### src/rtl/sram_arbiter_if.sv
// Bus bundle between the Z80/loader side and the sram_arbiter, plus the RAM port.
// master = environment (CPU, loader, RAM), slave = the arbiter.
interface sram_arbiter_if #(
  parameter int ADDR_WIDTH = 16,
  parameter int DATA_WIDTH = 8
);
  logic [ADDR_WIDTH-1:0] cpu_address;
  logic [DATA_WIDTH-1:0] cpu_wdata;
  logic                  cpu_rd_n;
  logic                  cpu_wr_n;
  logic                  cpu_mreq_n;
  logic                  cpu_sel;
  logic [DATA_WIDTH-1:0] cpu_rdata;
  logic                  cpu_oe;
  logic                  cpu_wait_n;
  logic                  ld_valid;
  logic                  ld_ready;
  logic [ADDR_WIDTH-1:0] ld_address;
  logic [DATA_WIDTH-1:0] ld_wdata;
  logic                  ld_last;
  logic                  boot_done;
  logic [ADDR_WIDTH-1:0] ram_address;
  logic [DATA_WIDTH-1:0] ram_datain;
  logic                  ram_cs;
  logic                  ram_we;
  logic [DATA_WIDTH-1:0] ram_dataout;

  modport master (
    output cpu_address, cpu_wdata, cpu_rd_n, cpu_wr_n, cpu_mreq_n, cpu_sel,
    output ld_valid, ld_address, ld_wdata, ld_last, ram_dataout,
    input  cpu_rdata, cpu_oe, cpu_wait_n, ld_ready, boot_done,
    input  ram_address, ram_datain, ram_cs, ram_we
  );

  modport slave (
    input  cpu_address, cpu_wdata, cpu_rd_n, cpu_wr_n, cpu_mreq_n, cpu_sel,
    input  ld_valid, ld_address, ld_wdata, ld_last, ram_dataout,
    output cpu_rdata, cpu_oe, cpu_wait_n, ld_ready, boot_done,
    output ram_address, ram_datain, ram_cs, ram_we
  );
endinterface

### src/rtl/sram_arbiter.sv
// Shares the single-port image RAM between the asynchronous Z80 bus and the SPI
// image loader; holds the CPU in WAIT until the boot image has been written.
module sram_arbiter #(
  parameter int ADDR_WIDTH  = 16,
  parameter int DATA_WIDTH  = 8,
  parameter int SYNC_STAGES = 2,
  parameter bit BOOT_ENABLE = 1'b1
) (
  input logic          clk,
  input logic          rst_n,
  sram_arbiter_if.slave bus
);

  typedef enum logic [2:0] {
    ST_BOOT    = 3'd0,
    ST_IDLE    = 3'd1,
    ST_LD_WR   = 3'd2,
    ST_CPU_RD  = 3'd3,
    ST_CPU_CAP = 3'd4,
    ST_CPU_WR  = 3'd5,
    ST_HOLD    = 3'd6
  } state_t;

  localparam state_t RESET_STATE = BOOT_ENABLE ? ST_BOOT : ST_IDLE;

  logic [SYNC_STAGES-1:0] rd_sync_r, wr_sync_r, mreq_sync_r;
  state_t                 state_r, state_next_s;
  logic                   boot_done_r, boot_done_next_s;
  logic                   wait_n_r, wait_n_next_s;
  logic                   cpu_oe_r, cpu_oe_next_s;
  logic                   ram_cs_r, ram_we_r, ld_last_r;
  logic [ADDR_WIDTH-1:0]  ram_address_r;
  logic [DATA_WIDTH-1:0]  ram_datain_r, cpu_rdata_r;
  logic                   rd_s, wr_s, mreq_s, rd_next_s, mreq_next_s;
  logic                   cpu_req_s, sel_read_next_s, ld_ready_s, ld_xfer_s;

  // Strobe synchronisers; idle level is 1 so reset looks like no bus cycle.
  always_ff @(posedge clk or negedge rst_n) begin
    if (!rst_n) begin
      rd_sync_r   <= {SYNC_STAGES{1'b1}};
      wr_sync_r   <= {SYNC_STAGES{1'b1}};
      mreq_sync_r <= {SYNC_STAGES{1'b1}};
    end else begin
      rd_sync_r   <= {rd_sync_r[SYNC_STAGES-2:0], bus.cpu_rd_n};
      wr_sync_r   <= {wr_sync_r[SYNC_STAGES-2:0], bus.cpu_wr_n};
      mreq_sync_r <= {mreq_sync_r[SYNC_STAGES-2:0], bus.cpu_mreq_n};
    end
  end

  assign rd_s        = rd_sync_r[SYNC_STAGES-1];
  assign wr_s        = wr_sync_r[SYNC_STAGES-1];
  assign mreq_s      = mreq_sync_r[SYNC_STAGES-1];
  assign rd_next_s   = rd_sync_r[SYNC_STAGES-2];
  assign mreq_next_s = mreq_sync_r[SYNC_STAGES-2];
  assign cpu_req_s   = ~mreq_s & (~rd_s | ~wr_s);
  // Lets the registered WAIT drop on the very cycle the read is detected.
  assign sel_read_next_s = ~mreq_next_s & ~rd_next_s & bus.cpu_sel;

  assign ld_ready_s   = (state_r == ST_BOOT) | ((state_r == ST_IDLE) & ~cpu_req_s);
  assign ld_xfer_s    = bus.ld_valid & ld_ready_s;
  assign bus.ld_ready = ld_ready_s;

  // Next-state and next-output decode.
  always_comb begin
    state_next_s     = state_r;
    boot_done_next_s = boot_done_r;
    wait_n_next_s    = 1'b1;
    cpu_oe_next_s    = 1'b0;
    case (state_r)
      ST_BOOT: begin
        if (ld_xfer_s) state_next_s = ST_LD_WR;
        else           state_next_s = ST_BOOT;
      end
      ST_IDLE: begin
        if (cpu_req_s) begin
          if (!bus.cpu_sel) state_next_s = ST_HOLD;
          else if (!rd_s)   state_next_s = ST_CPU_RD;
          else              state_next_s = ST_CPU_WR;
        end else if (ld_xfer_s) begin
          state_next_s = ST_LD_WR;
        end else begin
          state_next_s = ST_IDLE;
        end
      end
      ST_LD_WR: begin
        if (ld_last_r && !boot_done_r) begin
          state_next_s     = ST_IDLE;
          boot_done_next_s = 1'b1;
        end else if (boot_done_r) begin
          state_next_s = ST_IDLE;
        end else begin
          state_next_s = ST_BOOT;
        end
      end
      ST_CPU_RD:  state_next_s = ST_CPU_CAP;
      ST_CPU_CAP: state_next_s = ST_HOLD;
      ST_CPU_WR:  state_next_s = ST_HOLD;
      ST_HOLD: begin
        if (rd_s && wr_s && mreq_s) state_next_s = ST_IDLE;
        else                        state_next_s = ST_HOLD;
      end
      default: state_next_s = RESET_STATE;
    endcase

    if (!boot_done_next_s)
      wait_n_next_s = 1'b0;
    else if ((state_next_s == ST_CPU_RD) || (state_next_s == ST_CPU_CAP))
      wait_n_next_s = 1'b0;
    else if ((state_next_s == ST_IDLE) && sel_read_next_s)
      wait_n_next_s = 1'b0;
    else
      wait_n_next_s = 1'b1;

    if ((state_next_s == ST_HOLD) && !rd_next_s &&
        ((state_r == ST_CPU_CAP) || ((state_r == ST_HOLD) && cpu_oe_r)))
      cpu_oe_next_s = 1'b1;
    else
      cpu_oe_next_s = 1'b0;
  end

  // State register and registered outputs.
  always_ff @(posedge clk or negedge rst_n) begin
    if (!rst_n) begin
      state_r       <= RESET_STATE;
      boot_done_r   <= ~BOOT_ENABLE;
      wait_n_r      <= ~BOOT_ENABLE;
      cpu_oe_r      <= 1'b0;
      ram_cs_r      <= 1'b0;
      ram_we_r      <= 1'b0;
      ld_last_r     <= 1'b0;
      ram_address_r <= {ADDR_WIDTH{1'b0}};
      ram_datain_r  <= {DATA_WIDTH{1'b0}};
      cpu_rdata_r   <= {DATA_WIDTH{1'b0}};
    end else begin
      state_r     <= state_next_s;
      boot_done_r <= boot_done_next_s;
      wait_n_r    <= wait_n_next_s;
      cpu_oe_r    <= cpu_oe_next_s;
      ram_cs_r    <= (state_next_s == ST_LD_WR) || (state_next_s == ST_CPU_RD) ||
                     (state_next_s == ST_CPU_WR);
      ram_we_r    <= (state_next_s == ST_LD_WR) || (state_next_s == ST_CPU_WR);
      if (state_next_s == ST_LD_WR) begin
        ram_address_r <= bus.ld_address;
        ram_datain_r  <= bus.ld_wdata;
        ld_last_r     <= bus.ld_last;
      end else if (state_next_s == ST_CPU_WR) begin
        ram_address_r <= bus.cpu_address;
        ram_datain_r  <= bus.cpu_wdata;
      end else if (state_next_s == ST_CPU_RD) begin
        ram_address_r <= bus.cpu_address;
      end
      if (state_r == ST_CPU_CAP) cpu_rdata_r <= bus.ram_dataout;
    end
  end

  assign bus.ram_cs      = ram_cs_r;
  assign bus.ram_we      = ram_we_r;
  assign bus.ram_address = ram_address_r;
  assign bus.ram_datain  = ram_datain_r;
  assign bus.cpu_rdata   = cpu_rdata_r;
  assign bus.cpu_oe      = cpu_oe_r;
  assign bus.cpu_wait_n  = wait_n_r;
  assign bus.boot_done   = boot_done_r;

endmodule

### src/flat_wrapper.sv
// flat-port wrapper written by rule: the top's interface ports become plain ports
module sram_arbiter_flat 
#(
  parameter int ADDR_WIDTH  = 16,
  parameter int DATA_WIDTH  = 8,
  parameter int SYNC_STAGES = 2,
  parameter bit BOOT_ENABLE = 1'b1
)
  (clk, rst_n, bus_cpu_address, bus_cpu_wdata, bus_cpu_rd_n, bus_cpu_wr_n, bus_cpu_mreq_n, bus_cpu_sel, bus_ld_valid, bus_ld_address, bus_ld_wdata, bus_ld_last, bus_ram_dataout, bus_cpu_rdata, bus_cpu_oe, bus_cpu_wait_n, bus_ld_ready, bus_boot_done, bus_ram_address, bus_ram_datain, bus_ram_cs, bus_ram_we);
  sram_arbiter_if #(.ADDR_WIDTH(ADDR_WIDTH), .DATA_WIDTH(DATA_WIDTH)) bus_i ();
  input logic clk;
  input logic rst_n;
  input wire logic [$bits(bus_i.cpu_address)-1:0] bus_cpu_address;
  input wire logic [$bits(bus_i.cpu_wdata)-1:0] bus_cpu_wdata;
  input wire logic [$bits(bus_i.cpu_rd_n)-1:0] bus_cpu_rd_n;
  input wire logic [$bits(bus_i.cpu_wr_n)-1:0] bus_cpu_wr_n;
  input wire logic [$bits(bus_i.cpu_mreq_n)-1:0] bus_cpu_mreq_n;
  input wire logic [$bits(bus_i.cpu_sel)-1:0] bus_cpu_sel;
  input wire logic [$bits(bus_i.ld_valid)-1:0] bus_ld_valid;
  input wire logic [$bits(bus_i.ld_address)-1:0] bus_ld_address;
  input wire logic [$bits(bus_i.ld_wdata)-1:0] bus_ld_wdata;
  input wire logic [$bits(bus_i.ld_last)-1:0] bus_ld_last;
  input wire logic [$bits(bus_i.ram_dataout)-1:0] bus_ram_dataout;
  output wire logic [$bits(bus_i.cpu_rdata)-1:0] bus_cpu_rdata;
  output wire logic [$bits(bus_i.cpu_oe)-1:0] bus_cpu_oe;
  output wire logic [$bits(bus_i.cpu_wait_n)-1:0] bus_cpu_wait_n;
  output wire logic [$bits(bus_i.ld_ready)-1:0] bus_ld_ready;
  output wire logic [$bits(bus_i.boot_done)-1:0] bus_boot_done;
  output wire logic [$bits(bus_i.ram_address)-1:0] bus_ram_address;
  output wire logic [$bits(bus_i.ram_datain)-1:0] bus_ram_datain;
  output wire logic [$bits(bus_i.ram_cs)-1:0] bus_ram_cs;
  output wire logic [$bits(bus_i.ram_we)-1:0] bus_ram_we;
  assign bus_i.cpu_address = bus_cpu_address;
  assign bus_i.cpu_wdata = bus_cpu_wdata;
  assign bus_i.cpu_rd_n = bus_cpu_rd_n;
  assign bus_i.cpu_wr_n = bus_cpu_wr_n;
  assign bus_i.cpu_mreq_n = bus_cpu_mreq_n;
  assign bus_i.cpu_sel = bus_cpu_sel;
  assign bus_i.ld_valid = bus_ld_valid;
  assign bus_i.ld_address = bus_ld_address;
  assign bus_i.ld_wdata = bus_ld_wdata;
  assign bus_i.ld_last = bus_ld_last;
  assign bus_i.ram_dataout = bus_ram_dataout;
  assign bus_cpu_rdata = bus_i.cpu_rdata;
  assign bus_cpu_oe = bus_i.cpu_oe;
  assign bus_cpu_wait_n = bus_i.cpu_wait_n;
  assign bus_ld_ready = bus_i.ld_ready;
  assign bus_boot_done = bus_i.boot_done;
  assign bus_ram_address = bus_i.ram_address;
  assign bus_ram_datain = bus_i.ram_datain;
  assign bus_ram_cs = bus_i.ram_cs;
  assign bus_ram_we = bus_i.ram_we;
  sram_arbiter #(.ADDR_WIDTH(ADDR_WIDTH), .DATA_WIDTH(DATA_WIDTH), .SYNC_STAGES(SYNC_STAGES), .BOOT_ENABLE(BOOT_ENABLE)) u_core (.clk(clk), .rst_n(rst_n), .bus(bus_i));
endmodule
### config.mk
export PLATFORM = sky130hd
export DESIGN_NAME = sram_arbiter_flat
export DESIGN_NICKNAME = d
export VERILOG_FILES = /design/src/rtl/sram_arbiter_if.sv /design/src/rtl/sram_arbiter.sv /design/src/flat_wrapper.sv
export SDC_FILE = /design/constraint.sdc
export NUM_CORES = 1
export LEC_CHECK = 0
export CELL_PAD_IN_SITES_DETAIL_PLACEMENT = 0
export CELL_PAD_IN_SITES_GLOBAL_PLACEMENT = 1
export CORE_MARGIN = 3
export CORE_UTILIZATION = 28
export CTS_CLUSTER_DIAMETER = 200
export CTS_CLUSTER_SIZE = 24
export DETAILED_ROUTE_END_ITERATION = 6
export MAX_ROUTING_LAYER = met4
export PLACE_DENSITY_LB_ADDON = 0.1
export SETUP_SLACK_MARGIN = 0.1
export SLEW_MARGIN = 20
export SYNTH_ARGS = -nofsm -noshare
export SYNTH_HDL_FRONTEND = slang
export SYNTH_SLANG_ARGS = --single-unit
### constraint.sdc
create_clock -name clk -period 1.94 [get_ports clk]
set_input_delay 0.194 -clock clk [delete_from_list [all_inputs] [get_ports clk]]
set_output_delay 0.194 -clock clk [all_outputs]
set_load 0.01 [all_outputs]
==> flow_metrics.env <==
export IMPL_clock_skew_ns=0.008832
export IMPL_clk_latency_ns=0.29
export IMPL_layout_nets=363
export IMPL_hold_path_class="primary input to asynchronous set/reset pin"
export IMPL_endpoint="u_core.bus.ram_address[13]$_DFFE_PN0P_"
export IMPL_drive_gt1_frac=0.3100
export IMPL_postRouteAntennaNets=0
export IMPL_cts_made_buffers=5
export IMPL_diodes=0
export IMPL_ys_top_cells_by_area="dfrtp_1 47%, mux2_2 16%, dfstp_2 7.2%, mux2_4 6.2%, nand3_1 4.1%"
export IMPL_clkTransAtPathRegs_ns=0.09
export IMPL_fin_ws_ns=-0.1184
export IMPL_cts_tree="done"
export IMPL_p_sw_mw=1.670
export IMPL_worstPathMaxFanout=17
export IMPL_synth_seq_area_share=0.5418
export IMPL_post_route_min_period_ns=2.058
export IMPL_ctsRootBufferMaster="clkbuf_8"
export IMPL_synth_top_area_frac=0.4696
export IMPL_drt_initial_drc_count=16
export IMPL_totalNegativeSetupSlack_ns=-1.375
export IMPL_crit_path_end_kind="register"
export IMPL_dieWidth_um=94.33
export IMPL_worst_slew_pin_slew_ns=0.5982
export IMPL_num_rows=31
export IMPL_holdBufCountCts=0
export IMPL_critical_path_startpoint="u_core.rd_sync_r[1]$_DFF_PN1_"
export IMPL_final_core_util=0.4935
export IMPL_fmax_mhz=485.8
export IMPL_required_ns=2.12
export IMPL_via_per_inst=4.373
export IMPL_avgSynthCellArea_sq_um=12.70
export IMPL_layout_common_cells="99 x clkdlybuf4s50_1, 41 x dfrtp_1, 28 x mux2_2"
export IMPL_status="finished with violations"
export IMPL_cts_buffer_depth=2
export IMPL_drt_wl_total_mm=5.664
export IMPL_ys_ff_latch=47
export IMPL_power_leakage_nw=1.521
export IMPL_ios=102
export IMPL_vias=1745
export IMPL_async_reset_ff_frac=1.000
export IMPL_fin_crit_sh=1.061
export IMPL_start_kind="register"
export IMPL_maxSlewHeadroom=0.6012
export IMPL_critPathArrivalTime_ns=2.24
export IMPL_syn_to_final_growth_pct=67.35
export IMPL_first_pass_iters=4
export IMPL_synth_edff_count=0
export IMPL_r2r_start="u_core.rd_sync_r[1]$_DFF_PN1_"
export IMPL_synth_largest_area_cell="dfrtp_1"
export IMPL_ir_worst_vdd_v=0.0005493
export IMPL_timing_rr_end="u_core.bus.ram_address[13]$_DFFE_PN0P_"
export IMPL_portBuffers=101
export IMPL_seq_power_share=0.322
export IMPL_antenna_found_initial=0
export IMPL_power_frac_comb=0.564
export IMPL_htreeDepth=2
export IMPL_drc=0
export IMPL_routedWlPerCell_um=14.20
export IMPL_p_per_area_mw_per_mm2=1395
export IMPL_hold_violations=26
export IMPL_critPathKind="register to register"
export IMPL_overflow=0
export IMPL_p_int_mw=3.429
export IMPL_setup_viol=16
export IMPL_synth_nets=236
export IMPL_synth_warnings=0
export IMPL_die_area_sq_mm=0.008898
export IMPL_syn_area_sq_mm=0.002185
export IMPL_cts_sink_count=47
export IMPL_grt_pass1_vias=1787
export IMPL_hold_worst_slack_ns=-0.02785
export IMPL_r2r_setup_slack_ns=-0.12
export IMPL_cap_viol_max_count=0
export IMPL_synth_ff_type="dfrtp_1"
export IMPL_drv_slew=0
export IMPL_reg2reg_depth=6
export IMPL_final_common_cell="clkdlybuf4s50_1"
export IMPL_swShare=0.3275
export IMPL_grt_pass1_wl_mm=9.011
export IMPL_synthCells=172
export IMPL_dp_hpwl_mm=4.231
export IMPL_core_area_sq_mm=0.007408
export IMPL_place_congestion=0.8517
export IMPL_track_usage=0.1338
export IMPL_grt_max_degree=48
export IMPL_yosys_cell_types_count=35
export IMPL_die_h_um=94.33
export IMPL_clkPwrFrac=0.114
export IMPL_violations="hold timing, setup timing"
export IMPL_grt_setup_unrepaired="true"
export IMPL_start_util=0.2949
==> synthesized netlist by cell type (all sizes together) (2+ instances only) <==
library cell and instances:
dfrtp 41, and4 2, inv 3, clkbuf 3, and2 2, dfstp 6, nand2 23, a21oi 3
nand3 18, nand3b 2, nor2 3, nor3 3, o21ai 3, mux2 40, buf 4
==> sequential cells by signal, indices dropped and copies added (netlist names), 2 cells and up <==
signal,count
u_core.mreq_sync_r,2
u_core.bus.ram_address,16
u_core.rd_sync_r,2
u_core.wr_sync_r,2
u_core.bus.ram_datain,8
u_core.bus.cpu_rdata,8
u_core.state_r,3
==> power by group through the flow <==
stage	Clock (mW)	Sequential, mW	Combinational (mW)
global route	0.659	1.70	3.09
floorplan	0	1.81	1.33
CTS	0.617	1.65	2.89
finish	0.580	1.64	2.88
detailed placement	0	1.65	2.88
global placement	0	1.65	2.88
==> what timing repair did <==
| item | CTS | global route |
|---|---|---|
| gates resized for setup | 6 | 4 |
| setup endpoints to repair | 17 | 22 |
| pin swaps | 0 | 1 |
| setup buffers | 0 | 0 |
==> worst min path at each step <==
stage / cells after the start / endpoint
finish: 2 / u_core.bus.cpu_wait_n$_DFF_PN0_
global route: 2 / u_core.bus.cpu_rdata[6]$_DFFE_PN0N_
CTS: 2 / u_core.bus.cpu_rdata[6]$_DFFE_PN0N_
detailed placement: 2 / u_core.bus.cpu_wait_n$_DFF_PN0_
global placement: 2 / u_core.bus.cpu_wait_n$_DFF_PN0_
floorplan: 0 / u_core.bus.boot_done$_DFF_PN0_
==> metal layers <==
metal / track usage / vias to the layer above / wire (um)
li1: - / 869 / -
met1: 0.1852 / 813 / 2640
met2: 0.2027 / 58 / 2645
met3: 0.02789 / 5 / 324
met4: 0.03008 / 0 / 53
met5: - / - / 0
==> cell families (layout without fill, tap and decap cells) <==
kind of cell           count (synthesis)  count (layout)  synth area share
and+or+nand+nor                       60              60            0.1403
muxes                                 40              40            0.2216
buffers and inverters                 10             138           0.02634
DFF                                   47              47            0.5418
AOI/OAI and AO/OA                     15              15           0.06988
==> worst max-delay path: stages (launching register included) <==
cell and delay [ns]:
dfstp_2 0.59, buf_12 0.11, a21oi_4 0.07, a31o_4 0.27, o41ai_4 0.33, buf_12 0.23, mux2_2 0.34
==> layout make-up <==
cell class                      instances  area [sq um]
Clock buffer                            6         72.57
Fill cell                             691          3752
Multi-Input combinational cell        115          1017
Clock inverter                          2         13.76
Tap cell                               99         123.9
Sequential cell                        47          1184
Timing Repair Buffer                  127          1234
Inverter                                3         11.26
==> stage by stage <==
stage | instances | worst slack (ns) | cell area (sq um) | hold WS (ns) | power [mW]
after floorplan | 172 | -0.1284 | 2232 | -0.1016 | 3.144
after global placement | 391 | -0.1354 | 3545 | 0.3394 | 4.530
after detailed placement | 391 | -0.1499 | 3545 | 0.3323 | 4.527
after CTS | 399 | -0.1114 | 3646 | 0.007793 | 5.158
after global routing | 399 | -0.1685 | 3656 | 0.03702 | 5.449
final | 399 | -0.1184 | 3656 | -0.02785 | 5.098
Power figures use the tool's default switching activity.
